==> config.mk <==
export PLATFORM = sky130hd
export DESIGN_NAME = systolic_load_ctrl_flat
export DESIGN_NICKNAME = d
export VERILOG_FILES = /design/src/rtl/systolic_load_ctrl_pkg.sv /design/src/rtl/systolic_load_ctrl_if.sv /design/src/rtl/systolic_load_ctrl_step_counter.sv /design/src/rtl/systolic_load_ctrl.sv /design/src/flat_wrapper.sv
export SDC_FILE = /design/constraint.sdc
export NUM_CORES = 1
export LEC_CHECK = 0
export ABC_CLOCK_PERIOD_IN_PS = 1590
export BUFFER_PORTS_ARGS = -buffer_cell sky130_fd_sc_hd__clkbuf_2
export CAP_MARGIN = 40
export CORE_MARGIN = 2
export CORE_UTILIZATION = 37
export CTS_CLUSTER_SIZE = 8
export DETAILED_ROUTE_END_ITERATION = 8
export PLACE_DENSITY_LB_ADDON = 0.05
export SETUP_SLACK_MARGIN = 0.02
export SYNTH_ARGS = -nofsm -noshare
export SYNTH_HDL_FRONTEND = slang
export SYNTH_SLANG_ARGS = --single-unit
==> constraint.sdc <==
create_clock -name clk -period 1.59 [get_ports clk]
set_input_delay 0.318 -clock clk [delete_from_list [all_inputs] [get_ports clk]]
set_output_delay 0.318 -clock clk [all_outputs]
set_load 0.1 [all_outputs]
==> src/rtl/systolic_load_ctrl_pkg.sv <==
// ============================================================================
// sys_ctrl_pkg : shared types and sizes for the systolic load sequencer.
// Rev 1.0
// ============================================================================
`default_nettype none

package sys_ctrl_pkg;

  localparam int N_DIM      = 4;
  localparam int FEED_STEPS = 2*N_DIM-1;
  localparam int PERF_W     = 16;

  typedef enum logic [2:0] {
    ST_IDLE   = 3'd0,
    ST_CLEAR  = 3'd1,
    ST_LOAD   = 3'd2,
    ST_SETTLE = 3'd3,
    ST_FEED   = 3'd4,
    ST_DRAIN  = 3'd5,
    ST_DONE   = 3'd6
  } sys_ctrl_state_t;

endpackage

`default_nettype wire

==> src/rtl/systolic_load_ctrl_if.sv <==
// ============================================================================
// systolic_load_ctrl_if : host command and datapath load/feed signals.
// Rev 1.0
// ============================================================================
`default_nettype none

interface systolic_load_ctrl_if #(
  parameter int FEED_W = 3
);
  logic              start;
  logic              abort;
  logic              src_valid;
  logic              done_ack;
  logic              dest_ready;
  logic              next_row;
  logic              next_col;
  logic              clear_acc;
  logic              feed_en;
  logic [FEED_W-1:0] feed_idx;
  logic              busy;
  logic              done;

  modport master (
    input  start, abort, src_valid, done_ack,
    output dest_ready, next_row, next_col, clear_acc, feed_en, feed_idx, busy, done
  );

  modport slave (
    output start, abort, src_valid, done_ack,
    input  dest_ready, next_row, next_col, clear_acc, feed_en, feed_idx, busy, done
  );
endinterface

`default_nettype wire

==> src/rtl/systolic_load_ctrl_step_counter.sv <==
// ============================================================================
// ctrl_step_counter : up-counter with sync clear, enable, wrap at LAST and tc.
// Rev 1.0
// ============================================================================
`default_nettype none

module ctrl_step_counter #(
  parameter int WIDTH = 3,
  parameter int LAST  = 6
) (
  input  wire logic             clk,
  input  wire logic             rst_n,
  input  wire logic             clr,
  input  wire logic             en,
  output logic      [WIDTH-1:0] count,
  output logic                  tc
);
  localparam logic [WIDTH-1:0] c_last = WIDTH'(LAST);

  logic [WIDTH-1:0] r_count;

  always_ff @(posedge clk or negedge rst_n) begin
    if (!rst_n) begin
      r_count <= '0;
    end else if (clr) begin
      r_count <= '0;
    end else if (en) begin
      r_count <= (r_count == c_last) ? '0 : r_count + 1'b1;
    end
  end

  assign count = r_count;
  assign tc    = (r_count == c_last);

endmodule

`default_nettype wire

==> src/rtl/systolic_load_ctrl.sv <==
// ============================================================================
// systolic_load_ctrl : clear / load / skewed-feed / drain sequencer for one
// 4x4 systolic pass. Optional perf counters under SYS_CTRL_PERF_EN. Rev 1.0
// ============================================================================
`default_nettype none

module systolic_load_ctrl #(
  parameter int N_DIM        = sys_ctrl_pkg::N_DIM,
  parameter int DRAIN_CYCLES = 4,
  parameter int FEED_W       = $clog2(2*N_DIM-1)
) (
  input  wire logic                         clk,
  input  wire logic                         rst_n,
  systolic_load_ctrl_if.master              bus
`ifdef SYS_CTRL_PERF_EN
  ,
  output logic [sys_ctrl_pkg::PERF_W-1:0]   perf_cycles,
  output logic [sys_ctrl_pkg::PERF_W-1:0]   perf_stalls
`endif
);
  import sys_ctrl_pkg::*;

  localparam int c_beat_w  = $clog2(N_DIM+1);
  localparam int c_drain_w = $clog2(DRAIN_CYCLES+1);

  sys_ctrl_state_t r_state, w_next;

  logic                 r_pulse;
  logic                 w_beat, w_beat_tc, w_feed_tc, w_drain_tc, w_cnt_clr;
  logic [c_beat_w-1:0]  w_beat_cnt;
  logic [c_drain_w-1:0] w_drain_cnt;
  logic [FEED_W-1:0]    w_feed_cnt;
  logic                 w_unused;

  assign w_beat    = (r_state == ST_LOAD) && bus.src_valid;
  assign w_cnt_clr = bus.abort || (r_state == ST_IDLE);
  assign w_unused  = ^{w_beat_cnt, w_drain_cnt};

  ctrl_step_counter #(.WIDTH(c_beat_w), .LAST(N_DIM-1)) u_beat_cnt (
    .clk(clk), .rst_n(rst_n), .clr(w_cnt_clr), .en(w_beat),
    .count(w_beat_cnt), .tc(w_beat_tc)
  );

  ctrl_step_counter #(.WIDTH(FEED_W), .LAST(2*N_DIM-2)) u_feed_cnt (
    .clk(clk), .rst_n(rst_n), .clr(w_cnt_clr), .en(r_state == ST_FEED),
    .count(w_feed_cnt), .tc(w_feed_tc)
  );

  ctrl_step_counter #(.WIDTH(c_drain_w), .LAST(DRAIN_CYCLES-1)) u_drain_cnt (
    .clk(clk), .rst_n(rst_n), .clr(w_cnt_clr), .en(r_state == ST_DRAIN),
    .count(w_drain_cnt), .tc(w_drain_tc)
  );

  always_ff @(posedge clk or negedge rst_n) begin
    if (!rst_n) begin
      r_state <= ST_IDLE;
      r_pulse <= 1'b0;
    end else begin
      r_state <= w_next;
      // A beat taken in the abort cycle must not reach the datapath.
      r_pulse <= w_beat && !bus.abort;
    end
  end

  always_comb begin
    w_next         = r_state;
    bus.dest_ready = 1'b0;
    bus.clear_acc  = 1'b0;
    bus.feed_en    = 1'b0;
    bus.busy       = (r_state != ST_IDLE);
    bus.done       = 1'b0;
    unique case (r_state)
      ST_IDLE:   if (bus.start) w_next = ST_CLEAR;
      ST_CLEAR:  begin
        bus.clear_acc = 1'b1;
        w_next        = ST_LOAD;
      end
      ST_LOAD:   begin
        bus.dest_ready = 1'b1;
        if (w_beat && w_beat_tc) w_next = ST_SETTLE;
      end
      ST_SETTLE: w_next = ST_FEED;
      ST_FEED:   begin
        bus.feed_en = 1'b1;
        if (w_feed_tc) w_next = ST_DRAIN;
      end
      ST_DRAIN:  if (w_drain_tc) w_next = ST_DONE;
      ST_DONE:   begin
        bus.done = 1'b1;
        if (bus.done_ack) w_next = ST_IDLE;
      end
      default:   w_next = ST_IDLE;
    endcase
    if (bus.abort) w_next = ST_IDLE;
  end

  assign bus.next_row = r_pulse;
  assign bus.next_col = r_pulse;
  assign bus.feed_idx = w_feed_cnt;

`ifdef SYS_CTRL_PERF_EN
  logic [PERF_W-1:0] r_perf_cycles, r_perf_stalls;
  logic              w_active;

  assign w_active = (r_state != ST_IDLE) && (r_state != ST_DONE);

  always_ff @(posedge clk or negedge rst_n) begin
    if (!rst_n) begin
      r_perf_cycles <= '0;
      r_perf_stalls <= '0;
    end else if (bus.abort && (r_state != ST_IDLE)) begin
      r_perf_cycles <= '0;
      r_perf_stalls <= '0;
    end else if ((r_state == ST_IDLE) && bus.start && !bus.abort) begin
      r_perf_cycles <= '0;
      r_perf_stalls <= '0;
    end else if (w_active) begin
      if (r_perf_cycles != '1) r_perf_cycles <= r_perf_cycles + 1'b1;
      if ((r_state == ST_LOAD) && !bus.src_valid && (r_perf_stalls != '1))
        r_perf_stalls <= r_perf_stalls + 1'b1;
    end
  end

  assign perf_cycles = r_perf_cycles;
  assign perf_stalls = r_perf_stalls;
`endif

endmodule

`default_nettype wire

==> src/flat_wrapper.sv <==
// flat-port wrapper written by rule: the top's interface ports become plain ports
module systolic_load_ctrl_flat import sys_ctrl_pkg::*;
#(
  parameter int N_DIM        = sys_ctrl_pkg::N_DIM,
  parameter int DRAIN_CYCLES = 4,
  parameter int FEED_W       = $clog2(2*N_DIM-1)
)
  (clk, rst_n, bus_start, bus_abort, bus_src_valid, bus_done_ack, bus_dest_ready, bus_next_row, bus_next_col, bus_clear_acc, bus_feed_en, bus_feed_idx, bus_busy, bus_done);
  systolic_load_ctrl_if #(.FEED_W(FEED_W)) bus_i ();
  input  wire logic clk;
  input  wire logic rst_n;
  input wire logic [$bits(bus_i.start)-1:0] bus_start;
  input wire logic [$bits(bus_i.abort)-1:0] bus_abort;
  input wire logic [$bits(bus_i.src_valid)-1:0] bus_src_valid;
  input wire logic [$bits(bus_i.done_ack)-1:0] bus_done_ack;
  output wire logic [$bits(bus_i.dest_ready)-1:0] bus_dest_ready;
  output wire logic [$bits(bus_i.next_row)-1:0] bus_next_row;
  output wire logic [$bits(bus_i.next_col)-1:0] bus_next_col;
  output wire logic [$bits(bus_i.clear_acc)-1:0] bus_clear_acc;
  output wire logic [$bits(bus_i.feed_en)-1:0] bus_feed_en;
  output wire logic [$bits(bus_i.feed_idx)-1:0] bus_feed_idx;
  output wire logic [$bits(bus_i.busy)-1:0] bus_busy;
  output wire logic [$bits(bus_i.done)-1:0] bus_done;
  assign bus_i.start = bus_start;
  assign bus_i.abort = bus_abort;
  assign bus_i.src_valid = bus_src_valid;
  assign bus_i.done_ack = bus_done_ack;
  assign bus_dest_ready = bus_i.dest_ready;
  assign bus_next_row = bus_i.next_row;
  assign bus_next_col = bus_i.next_col;
  assign bus_clear_acc = bus_i.clear_acc;
  assign bus_feed_en = bus_i.feed_en;
  assign bus_feed_idx = bus_i.feed_idx;
  assign bus_busy = bus_i.busy;
  assign bus_done = bus_i.done;
  systolic_load_ctrl #(.N_DIM(N_DIM), .DRAIN_CYCLES(DRAIN_CYCLES), .FEED_W(FEED_W)) u_core (.clk(clk), .rst_n(rst_n), .bus(bus_i));
endmodule
== Word level (Yosys, flattened, before mapping) ==
Index checks and enable logic that the tools add are counted.
Widths: inputs -> output; s select.
Cells by class
  reductions and logical operators: 11
  eq/ne operators: 14
  muxes and demuxes: 20
  add/subtract/negate cells: 3
Operator list (number)
  $mux 3: 15
  $pmux 3 s7: 1
  $eq 3x2->1 const B: 4
  $eq 3x3->1 const B: 4
  $add 3x1->3 const B: 3
  $ne 3x3->1 const B: 3
  $ne 3x2->1 const B: 2
  $reduce_bool 2->1: 3
  $reduce_and 5->1: 1
  $mux 1: 4
  $eq 3x1->1 const B: 1
  $logic_and 1x1->1: 3
  $logic_not 3->1: 1
  $reduce_bool 3->1: 1
  $logic_not 1->1: 1
  $logic_or 1x1->1: 1
Word-level totals
  output and inout port bits: 10
  flip-flop bits (word level): 13
  input bits: 6

== Depth between registers and ports, before layout ==
  word-level depth: 6
  depth in mapped cells: 5
  gate-level depth less buffers: 5

== Modules after synthesis ==
From an unflattened synthesis, not the netlist that was laid out.
Second synthesis, totals
  cells, all modules: 77
  area total of the unflattened synthesis: 748.2 um^2
By module, submodules not included
  systolic_load_ctrl: cells an instance 34, times used 1, area each 314.1 um^2, sequential area each 100.1 um^2
  ctrl_step_counter at u_core.u_beat_cnt: cells an instance 14, times used 1, area each 146.4 um^2, sequential area each 75.1 um^2
  ctrl_step_counter at u_core.u_feed_cnt: cells an instance 16, times used 1, area each 145.1 um^2, sequential area each 75.1 um^2
  ctrl_step_counter at u_core.u_drain_cnt: cells an instance 13, times used 1, area each 142.6 um^2, sequential area each 75.1 um^2

== Least setup slack after synthesis ==
OpenSTA, ideal clock, no wires.
  kind: reg2out
  start point: register u_core.r_state[2]
  end point: output bus_clear_acc
  data required time: 1.272 ns
  path buffers: 1
  data arrival time: 2.800 ns
  setup slack: -1.528 ns
  stages on the path, launching flop included: 3
  cell sequence: dfrtp_1 -> buf_4 -> nor3b_1
Between the ends
  longest elaborated chain between the ends: 2
RTL lines
  from (decl): RTL line systolic_load_ctrl.sv:26  | sys_ctrl_state_t r_state, w_next;
  from (signal assigned): RTL line systolic_load_ctrl.sv:59  | r_state <= w_next;
  $eq 3x1->1: RTL line systolic_load_ctrl.sv:72  | unique case (r_state)
  $mux 1: RTL line systolic_load_ctrl.sv:72
  to (decl): RTL line flat_wrapper.sv:19  | output wire logic [$bits(bus_i.clear_acc)-1:0] bus_clear_acc;
Every way passes these cells.

== Final worst setup path ==
  start point: register u_core.r_state[2]
  end point: output bus_dest_ready
Between the ends
  longest elaborated chain between the ends: 2
RTL lines
  $eq 3x2->1: RTL line systolic_load_ctrl.sv:72
  $mux 1: RTL line systolic_load_ctrl.sv:72
  to (decl): RTL line flat_wrapper.sv:16  | output wire logic [$bits(bus_i.dest_ready)-1:0] bus_dest_ready;
Every way passes these cells.

==> results.md <==
- Status: finished with violations
- Failing checks: negative setup slack
- Cells after synthesis: 78
- Core Util, Final: 58.07%
- Max incr delay on CP: ~420 ps
- Commonest non-fill, non-tap cell in the layout: buf_4
- Count of state elements after synthesis: 13
- Area leader, netlist: dfrtp_1
- Static Leak: approximately 0.49 nW
- RSZ-0062 raised after global routing: true
- Chip Height: 48.59 µm
- Critical Path Slowest Stage Cell: dfrtp_1
- Syn Area/Cell: approximately 9.4 µm²
- Most used DFF post-synth: dfrtp_1
- Final Skew: 3.818 ps
- Synth Cell Area: 735.7 µm²
- Largest family of logic cells by synthesized area: simple AND/OR/NAND/NOR gates
- DIE WIDTH: 48.59 µm
- HP Start: bus_src_valid
- Tcrit/Tclk final: 106.4%
- HP Class: input port to register
- Startpoint Class: register
- CTS sink count: 13
- H-tree levels: 1
- TritonCTS clock tree: yes
- WP data required: 1270 ps
- Total Routed Length: roughly 1600 µm
- Fillcell total: roughly 180
- Share of cells above drive strength 1: ~41%
- Max FO, Critical Path: 5
- Synthesis warning total: 0
- Vias/cell: 5.015
- Synth cell types: 32
- Reg clk slew, reported paths: 80 ps
- Core area: 1922 µm²
- R2r endpoint: u_core.r_state[0]
- GP Congestion: 0.7259
- Mux contribution to synthesized area: 4.252%
- Post-Synth Simple-Gate Area: between 20% and 30%
- Post-synth ARST share: 100.0%
- Setup CP Type: register to primary output
- PortBufs: 15
- Worst path bufs/invs: 3
- Compound-Gate Fraction of Synth Area: 13.95%
- Slew margin rel.: 64.15%
- DRT iter0 DRCs: 7
- Delay-heaviest family, CP: buffers and inverters
- First-pass GRT wire length: 2842 µm
- Final min period: 1691 ps
- Drt wl/cell: 12.01 µm
- Total design power: 1.903 mW
- PwrDens: 1705 nW/µm²
- # DRC: 0
- Nets: approximately 120
- Final Hold Viols: 0
- Post-route ant nets: 0
- Initial core utilization: 38.28%
- Fin area: 1116 µm²
- Critical path data arrival time: 1370 ps
- Post-DP Area: a little under 1000 µm²
- Syn_nets: 86
- Diodes inserted: 0
- Slew Limit Fails: 0
- Post-Synth Adder-Cell Area: ~3.4%
- Worst-Skew Late Latency: 280 ps
- Final HPWL DP: 1119 µm
- Worst-margin pin slew: 540.1 ps
- Finished Layout Cells: 134
- Gr usage total: 15.35%
- CTS max path bufs: 2
- Hold path depth: 2
- Io pins: 16
- Yosys top cell area share: 44.22%
- Rows: 16
- Max rail drop VDD: 1.188 mV
- Max-Cap Viols: 0
- Root buffer cell: clkbuf_4
- P&R area growth vs syn: 51.70%
- CTS buffer count: 3
- Number of global-route vias before repair: between 600 and 700
- Crit-path cells: buf_12 -> nor3b_4 -> buf_6 -> buf_12
- Register area share after synthesis: 44.22%
- Area contributors post-synth: dfrtp_1, a21oi_1, nand2_1, nor2_1, a311oi_1
- # placed instances: 120
- F_max: 591.4 MHz
- Vias post-DR: approximately 670
- FF-to-FF path depth: 6
- Largest net degree at the start of global routing: 14
- CP endpoint kind: primary output
- Reg-to-reg startpoint: u_core.r_state[2]
- Die area: between 2000 and 2500 µm²
- Pre-Repair DR Iteration Count: 3
- Final worst setup slack: -101.0 ps
- Register-to-Register Setup Slack: 100 ps
- Initial antenna violation count: 0
- Hold Crit Endpoint: u_core.u_beat_cnt.count[2]
- Number of enable flip-flop cells after synthesis: 0
- Commonest cells after routing, fill and taps aside: buf_4, clkbuf_2, dfrtp_1
- Final setup viols: 5
- GRT overflow: 0
- CP dominant cell by count: buf_12
- XOR/XNOR Fraction of Synth Area: 1.190%
-- where the power goes --
group | internal [mW] | switching, mW | leakage, nW
combinational | 0.544 | 0.736 | 0.302
sequential | 0.370 | 0.0449 | 0.173
clock | 0.0974 | 0.110 | 0.0150
-- layout make-up --
type                            instances  area (µm²)  area share (%)
Inverter                                1       3.754          0.3363
Clock buffer                            4       26.28           2.354
Multi-Input combinational cell         59       426.7           38.23
Sequential cell                        13       330.3           29.60
Timing Repair Buffer                   30       295.3           26.46
Tap cell                               27       33.78           3.027
-- cells by family (layout without fill, tap and decap cells) --
logic type / after synthesis / after routing
AND/OR/NAND/NOR: 37 / 37
AO/OA/AOI/OAI: 16 / 16
flip-flops: 13 / 13
buffers and inverters: 6 / 35
multiplexers: 3 / 3
adder cells (fa/ha/maj): 2 / 2
XOR/XNOR: 1 / 1
-- state kept, by name, indices dropped and copies added (netlist names) --
signal,count
u_core.r_state,3
u_core.u_beat_cnt.count,3
u_core.u_drain_cnt.count,3
u_core.u_feed_cnt.count,3
u_core.bus.next_col,1
-- synthesized netlist by cell type (2+ instances only) --
library cell	n
a21oi_1	7
a311oi_1	3
buf_4	3
dfrtp_1	13
ha_1	2
mux2i_1	2
nand2_1	9
nand2b_1	2
nand3b_1	2
nand4b_1	2
nor2_1	7
nor2b_1	3
nor3_1	3
o21ai_0	2
-- per-stage QoR --
step           worst slack [ps]  setup TNS, ps  hold WS, ps
5_1_grt                  -159.5         -490.9        280.1
6_report                 -101.0         -216.3        264.6
3_5_place_dp              81.69              0        234.9
4_1_cts                  -109.6         -257.9        240.0
2_1_floorplan            -409.5          -1875        22.41
3_3_place_gp              111.8              0        238.6
-- what timing repair did --
item | 4_1_cts | 5_1_grt
resized for setup | 5 | 6
pin swaps | 5 | 3
hold buffers | 1 | 0
endpoints found under the hold margin | 13 | 0
buffers inserted | 8 | 1
endpoints found under the setup margin | 5 | 7
-- worst max path at each step --
stage	startpoint	end	slack, ps	depth (start not counted)
3_3_place_gp	u_core.r_state[0]	u_core.r_state[0]	110	5
6_report	u_core.r_state[2]	bus_dest_ready	-100	4
2_1_floorplan	u_core.r_state[0]	u_core.r_state[0]	-410	4
3_5_place_dp	u_core.r_state[0]	bus_dest_ready	80	4
5_1_grt	u_core.r_state[2]	bus_dest_ready	-160	4
4_1_cts	u_core.r_state[2]	bus_dest_ready	-110	4
-- layer usage --
layer  track usage (%)  share of wire [%]  vias up
met2             25.23                 47       14
met4             4.286               0.93        0
met1             19.41                 47      320
li1                  -                  -      336
met5                 0                  0        -
met3             4.938                4.5        2
(Power assumes the default switching activity.)
